===== src/rtl/pipeline_ctrl_pkg.sv =====
// Shared definitions for the RV32IM pipeline stall controller and its hazard detector.
package pipeline_ctrl_pkg;

    localparam int REG_ADDR_W = 5;
    localparam logic [REG_ADDR_W-1:0] REG_ZERO = 5'd0;

    typedef enum logic {
        RUN         = 1'b0,
        MULDIV_WAIT = 1'b1
    } ctrl_state_e;

endpackage


===== src/rtl/load_use_detector.sv =====
// Combinational load-use hazard detection between the stage-3 load and the stage-2 reader.
module load_use_detector
    import pipeline_ctrl_pkg::*;
(
    input  logic                  ex_mem_read,
    input  logic [REG_ADDR_W-1:0] ex_addr,
    input  logic [REG_ADDR_W-1:0] id_addr1,
    input  logic [REG_ADDR_W-1:0] id_addr2,
    input  logic                  id_uses_rs1,
    input  logic                  id_uses_rs2,
    output logic                  hazard
);

    logic rs1_hit;
    logic rs2_hit;

    always_comb begin
        rs1_hit = id_uses_rs1 && (ex_addr == id_addr1);
        rs2_hit = id_uses_rs2 && (ex_addr == id_addr2);
        // x0 is never written, so a load targeting it cannot create a dependency
        hazard  = ex_mem_read && (ex_addr != REG_ZERO) && (rs1_hit || rs2_hit);
    end

endmodule


===== src/rtl/pipeline_stall_controller.sv =====
// Stall/flush sequencer for the 5-stage RV32IM core: load-use, multi-cycle mul/div
// with watchdog, stage-3 taken branches, plus a saturating stall-cycle counter.
module pipeline_stall_controller
    import pipeline_ctrl_pkg::*;
#(
    parameter int MULDIV_TIMEOUT = 40,
    parameter int CNT_W          = 32
) (
    input  logic                  CLK,
    input  logic                  RESET,
    input  logic [REG_ADDR_W-1:0] ID_ADDR1,
    input  logic [REG_ADDR_W-1:0] ID_ADDR2,
    input  logic                  ID_USES_RS1,
    input  logic                  ID_USES_RS2,
    input  logic [REG_ADDR_W-1:0] EX_ADDR,
    input  logic                  EX_MEM_READ,
    input  logic                  EX_MULDIV,
    input  logic                  MULDIV_DONE,
    input  logic                  BRANCH_TAKEN,
    output logic                  PC_WRITE_EN,
    output logic                  IF_ID_WRITE_EN,
    output logic                  ID_EX_WRITE_EN,
    output logic                  IF_ID_FLUSH,
    output logic                  ID_EX_BUBBLE,
    output logic                  EX_MEM_BUBBLE,
    output logic                  MULDIV_START,
    output logic                  MULDIV_ERROR,
    output logic [CNT_W-1:0]      STALL_COUNT
);

    localparam int WD_W = (MULDIV_TIMEOUT > 1) ? $clog2(MULDIV_TIMEOUT) : 1;
    localparam logic [WD_W-1:0] WD_LAST = WD_W'(MULDIV_TIMEOUT - 1);

    ctrl_state_e      state_q, state_d;
    logic [WD_W-1:0]  wd_q, wd_d;
    logic             err_q, err_d;
    logic [CNT_W-1:0] cnt_q, cnt_d;
    logic             load_use;

    load_use_detector u_load_use (
        .ex_mem_read (EX_MEM_READ),
        .ex_addr     (EX_ADDR),
        .id_addr1    (ID_ADDR1),
        .id_addr2    (ID_ADDR2),
        .id_uses_rs1 (ID_USES_RS1),
        .id_uses_rs2 (ID_USES_RS2),
        .hazard      (load_use)
    );

    always_comb begin
        state_d        = state_q;
        wd_d           = wd_q;
        err_d          = err_q;
        PC_WRITE_EN    = 1'b1;
        IF_ID_WRITE_EN = 1'b1;
        ID_EX_WRITE_EN = 1'b1;
        IF_ID_FLUSH    = 1'b0;
        ID_EX_BUBBLE   = 1'b0;
        EX_MEM_BUBBLE  = 1'b0;
        MULDIV_START   = 1'b0;

        if (RESET) begin
            PC_WRITE_EN    = 1'b0;
            IF_ID_WRITE_EN = 1'b0;
            ID_EX_WRITE_EN = 1'b0;
            IF_ID_FLUSH    = 1'b1;
            ID_EX_BUBBLE   = 1'b1;
            EX_MEM_BUBBLE  = 1'b1;
            state_d        = RUN;
            wd_d           = '0;
        end else begin
            case (state_q)
                RUN: begin
                    // A taken branch outranks a simultaneous mul/div: that op is on the wrong path
                    if (BRANCH_TAKEN) begin
                        IF_ID_FLUSH  = 1'b1;
                        ID_EX_BUBBLE = 1'b1;
                    end else if (EX_MULDIV) begin
                        MULDIV_START = 1'b1;
                        if (!MULDIV_DONE) begin
                            PC_WRITE_EN    = 1'b0;
                            IF_ID_WRITE_EN = 1'b0;
                            ID_EX_WRITE_EN = 1'b0;
                            EX_MEM_BUBBLE  = 1'b1;
                            state_d        = MULDIV_WAIT;
                            wd_d           = '0;
                        end
                    end else if (load_use) begin
                        PC_WRITE_EN    = 1'b0;
                        IF_ID_WRITE_EN = 1'b0;
                        ID_EX_BUBBLE   = 1'b1;
                    end
                end
                MULDIV_WAIT: begin
                    if (MULDIV_DONE) begin
                        state_d = RUN;
                    end else if (wd_q == WD_LAST) begin
                        state_d = RUN;
                        err_d   = 1'b1;
                    end else begin
                        PC_WRITE_EN    = 1'b0;
                        IF_ID_WRITE_EN = 1'b0;
                        ID_EX_WRITE_EN = 1'b0;
                        EX_MEM_BUBBLE  = 1'b1;
                        wd_d           = wd_q + WD_W'(1);
                    end
                end
                default: state_d = RUN;
            endcase
        end

        cnt_d = cnt_q;
        if (!PC_WRITE_EN && (cnt_q != {CNT_W{1'b1}})) begin
            cnt_d = cnt_q + CNT_W'(1);
        end
    end

    always_ff @(posedge CLK or posedge RESET) begin
        if (RESET) begin
            state_q <= RUN;
            wd_q    <= '0;
            err_q   <= 1'b0;
            cnt_q   <= '0;
        end else begin
            state_q <= state_d;
            wd_q    <= wd_d;
            err_q   <= err_d;
            cnt_q   <= cnt_d;
        end
    end

    assign MULDIV_ERROR = err_q;
    assign STALL_COUNT  = cnt_q;

endmodule


===== config.mk =====
export PLATFORM = sky130hd
export DESIGN_NAME = pipeline_stall_controller
export DESIGN_NICKNAME = d
export VERILOG_FILES = /design/src/rtl/pipeline_ctrl_pkg.sv /design/src/rtl/load_use_detector.sv /design/src/rtl/pipeline_stall_controller.sv
export SDC_FILE = /design/constraint.sdc
export NUM_CORES = 1
export LEC_CHECK = 0
export ABC_AREA = 1
export BUFFER_PORTS_ARGS = -buffer_cell sky130_fd_sc_hd__buf_4
export CELL_PAD_IN_SITES_DETAIL_PLACEMENT = 2
export CELL_PAD_IN_SITES_GLOBAL_PLACEMENT = 2
export CORE_MARGIN = 3
export CORE_UTILIZATION = 29
export DETAILED_ROUTE_END_ITERATION = 8
export PLACE_DENSITY = 0.84
export SLEW_MARGIN = 20
export SYNTH_ARGS = -nofsm -noshare
export SYNTH_HDL_FRONTEND = slang
export SYNTH_SLANG_ARGS = --single-unit

===== constraint.sdc =====
create_clock -name CLK -period 2.6 [get_ports CLK]
set_clock_uncertainty 0.1 [all_clocks]
set_input_delay 0.13 -clock CLK [delete_from_list [all_inputs] [get_ports CLK]]
set_output_delay 0.13 -clock CLK [all_outputs]
set_load 0.02 [all_outputs]

==> flow_summary.ini <==
[placement]
dp_hpwl_um = 8880
port_buffers = 62
gp_congestion = 0.832

[routing]
viasPerCell = 4.95
final_antenna_net_count = 0
first_iter_violations = 112
remaining_drc_errors = 0
drt-total-wl_um = 11100
dr.pass1.iters = 4
vias = 3265
avgRoutedWirePerCell_um = 16.8

[critical_path]
arrival_ps = 2120
worst_setup_path_end_kind = output pin
startpoint_type = register
reg2reg_depth = 11
path_max_fanout = 18
crit_type = reg -> out
critPathRequiredTime_ps = 2370

[cells_and_area]
multi_input_area_um2 = 1660
syn_to_final_growth_pct = 25.0
drive_gt1_share_pct = 18.8
fillers = 1238
regArea_um2 = 1000
n_antenna_cell = 0
final_nets = 555

[grt]
grt_util_all_layers_pct = 21.1
gr-total-overflow = 0
grt_max_degree = 44
grt_pass1_wl_um = 19200
antenna_found_initial = 0
first_global_vias = 3689

[cts]
clockBufferDepth = 2
clk_latency_ps = 300
numCtsBuffers = 5
htree_levels = 2
root_buffer = clkbuf_8
clkSinkCount = 40
cts_resized = 0
cts_tree = yes
cts_hold_buf = 3
cts.reportedPaths.clkPinSlew_ps = 80
cts_setup_buffers = 0

[sta]
final_hold_viol_count = 0
finalSetupTns_ps = 0
hold_slack_ps = 354
worst_slew_pin_slew_ps = 553
relSlewSlack_pct = 62.9
rsz0062_at_grt = false
max_clock_freq_mhz = 425
period_share_pct = 90.4
setup_violations = 0
final.min_clock_period_ps = 2350
drv_slew = 0

[min_path]
hp-class = in -> reg
worstHoldPathCells = 6

[job]
maxCapViolCount = 0

[logic_synthesis]
seq_area_frac_synth_pct = 34.5
synth_xor_area_share_pct = 5.12
yosys_warnings = 0
synthSimpleGateAreaFrac_pct = 48.8
synth_mux_area_share_pct = 0
syn-mean-instance-area_um2 = 6.29
synth_top_family_by_area = simple AND/OR/NAND/NOR gates
syn_inst = 462
synth_area_um2 = 2910
synthAdderAreaFrac_pct = 0.861
yosys_register_bits = 40
synthDistinctLibCells = 28
syn-num-nets = 487
synth_compound_area_share_pct = 2.28

[floorplanning]
coreArea_um2 = 9500
num_rows = 35
io_pins = 63
die_w_um = 106
die_area_um2 = 11300
initial_core_util_pct = 30.6
die_h_um = 106

[power]
p_leak_nw = 1.87
ir_worst_vdd_mv = 0.290
p_per_area_nw_per_um2 = 438

[status]
outcome = finished, final reports clean
synthesized netlist by cell type:
cell      count  share of area [%]
buf_1         2               0.26
dfrtp_1      40                 34
nand3b_1      6                1.6
buf_4         1               0.26
nor2_2        1               0.22
inv_1        32                4.1
o21bai_1      1               0.26
or2_2         1               0.22
o21ai_0       5               0.86
nand2_2       1               0.22
nor2_4        1               0.39
nor3b_1       1               0.26
nand2_4       1               0.39
nand2_1     194                 25
ha_1          2               0.86
nor3_1       16                2.8
a31o_2        1               0.30
nor2_1       53                6.8
buf_2         4               0.69
xnor2_1       3               0.90
xor2_1       14                4.2
o21ai_1       5               0.86
nand3_1      50                8.6
nand4_1       5                1.1
buf_6         3                1.2
nand3_2       3                1.0
inv_2        15                1.9
nor4_1        1               0.22
cell usage in the layout, fill, tap and decap left out, types with 5 or more instances in the layout:
cell      synthesis  routed
buf_4             1      68
nand3_1          50      50
nand2_1         194     194
nor2_1           53      53
dfrtp_1          40      40
o21ai_0           5       5
clkbuf_8          0       6
nand4_1           5       5
nand3b_1          6       6
inv_2            15      15
o21ai_1           5       5
nor3_1           16      16
inv_1            32      31
xor2_1           14      14
cells by family (layout without fill, tap and decap cells):
family | Yosys count | in the layout
AOI/OAI and AO/OA | 12 | 12
xor gates and xnor gates | 17 | 17
adders and majority gates | 2 | 2
buffers and inverters | 57 | 126
DFF | 40 | 40
and+or+nand+nor | 334 | 334
report_power, final:
part | internal (mW) | total [mW] | leakage, nW | switching (mW)
Sequential | 0.662 | 0.735 | 0.551 | 0.0727
Clock | 0.212 | 0.454 | 0.0510 | 0.241
Combinational | 0.156 | 0.403 | 1.27 | 0.246
final timing paths:
check	startpoint	end	slack, ps
max in group asynchronous	RESET	STALL_COUNT[27]	1520
max	wd_q[1]	PC_WRITE_EN	250
min	BRANCH_TAKEN	wd_q[4]	350
min in group asynchronous	RESET	state_q	500
min reg2reg	MULDIV_ERROR	MULDIV_ERROR	390
max reg2reg	STALL_COUNT[0]	STALL_COUNT[11]	270
metrics by stage:
stage	utilization [%]	setup WS [ps]	cell area [um^2]	instances	power [mW]
after floorplan	-	227	2910	462	0.968
after global placement	36.9	442	3510	649	1.13
after detailed placement	36.9	262	3510	649	1.15
after CTS	38.2	221	3630	660	1.61
after global routing	38.2	21.4	3630	660	1.69
final	38.2	249	3630	660	1.59
critical path, stage by stage (launching register included):
cell and delay [ps]:
dfrtp_1 380, ha_1 200, nand2_1 80, nor4_1 260
nand2_1 140, nand2_2 180, nand2_1 150, buf_4 230
inv_2 70, buf_4 130
flip-flops by register name (all words and copies together) (netlist names):
| signal | cells |
|---|---|
| MULDIV_ERROR | 1 |
| wd_q | 6 |
| STALL_COUNT | 32 |
| state_q | 1 |
per-layer routing:
layer	GRT usage (%)	wire (um)
met5	0	0
met2	38.6	5610
met3	3.04	385
met1	26.7	5020
met4	3.33	80
cell type report:
type / count / area share [%]
Inverter: 47 / 4.86
Multi-Input combinational cell: 365 / 45.7
Timing Repair Buffer: 71 / 14.9
Sequential cell: 40 / 27.6
Clock inverter: 2 / 0.276
Clock buffer: 6 / 2.27
Tap cell: 129 / 4.45
(Power assumes the default switching activity.)
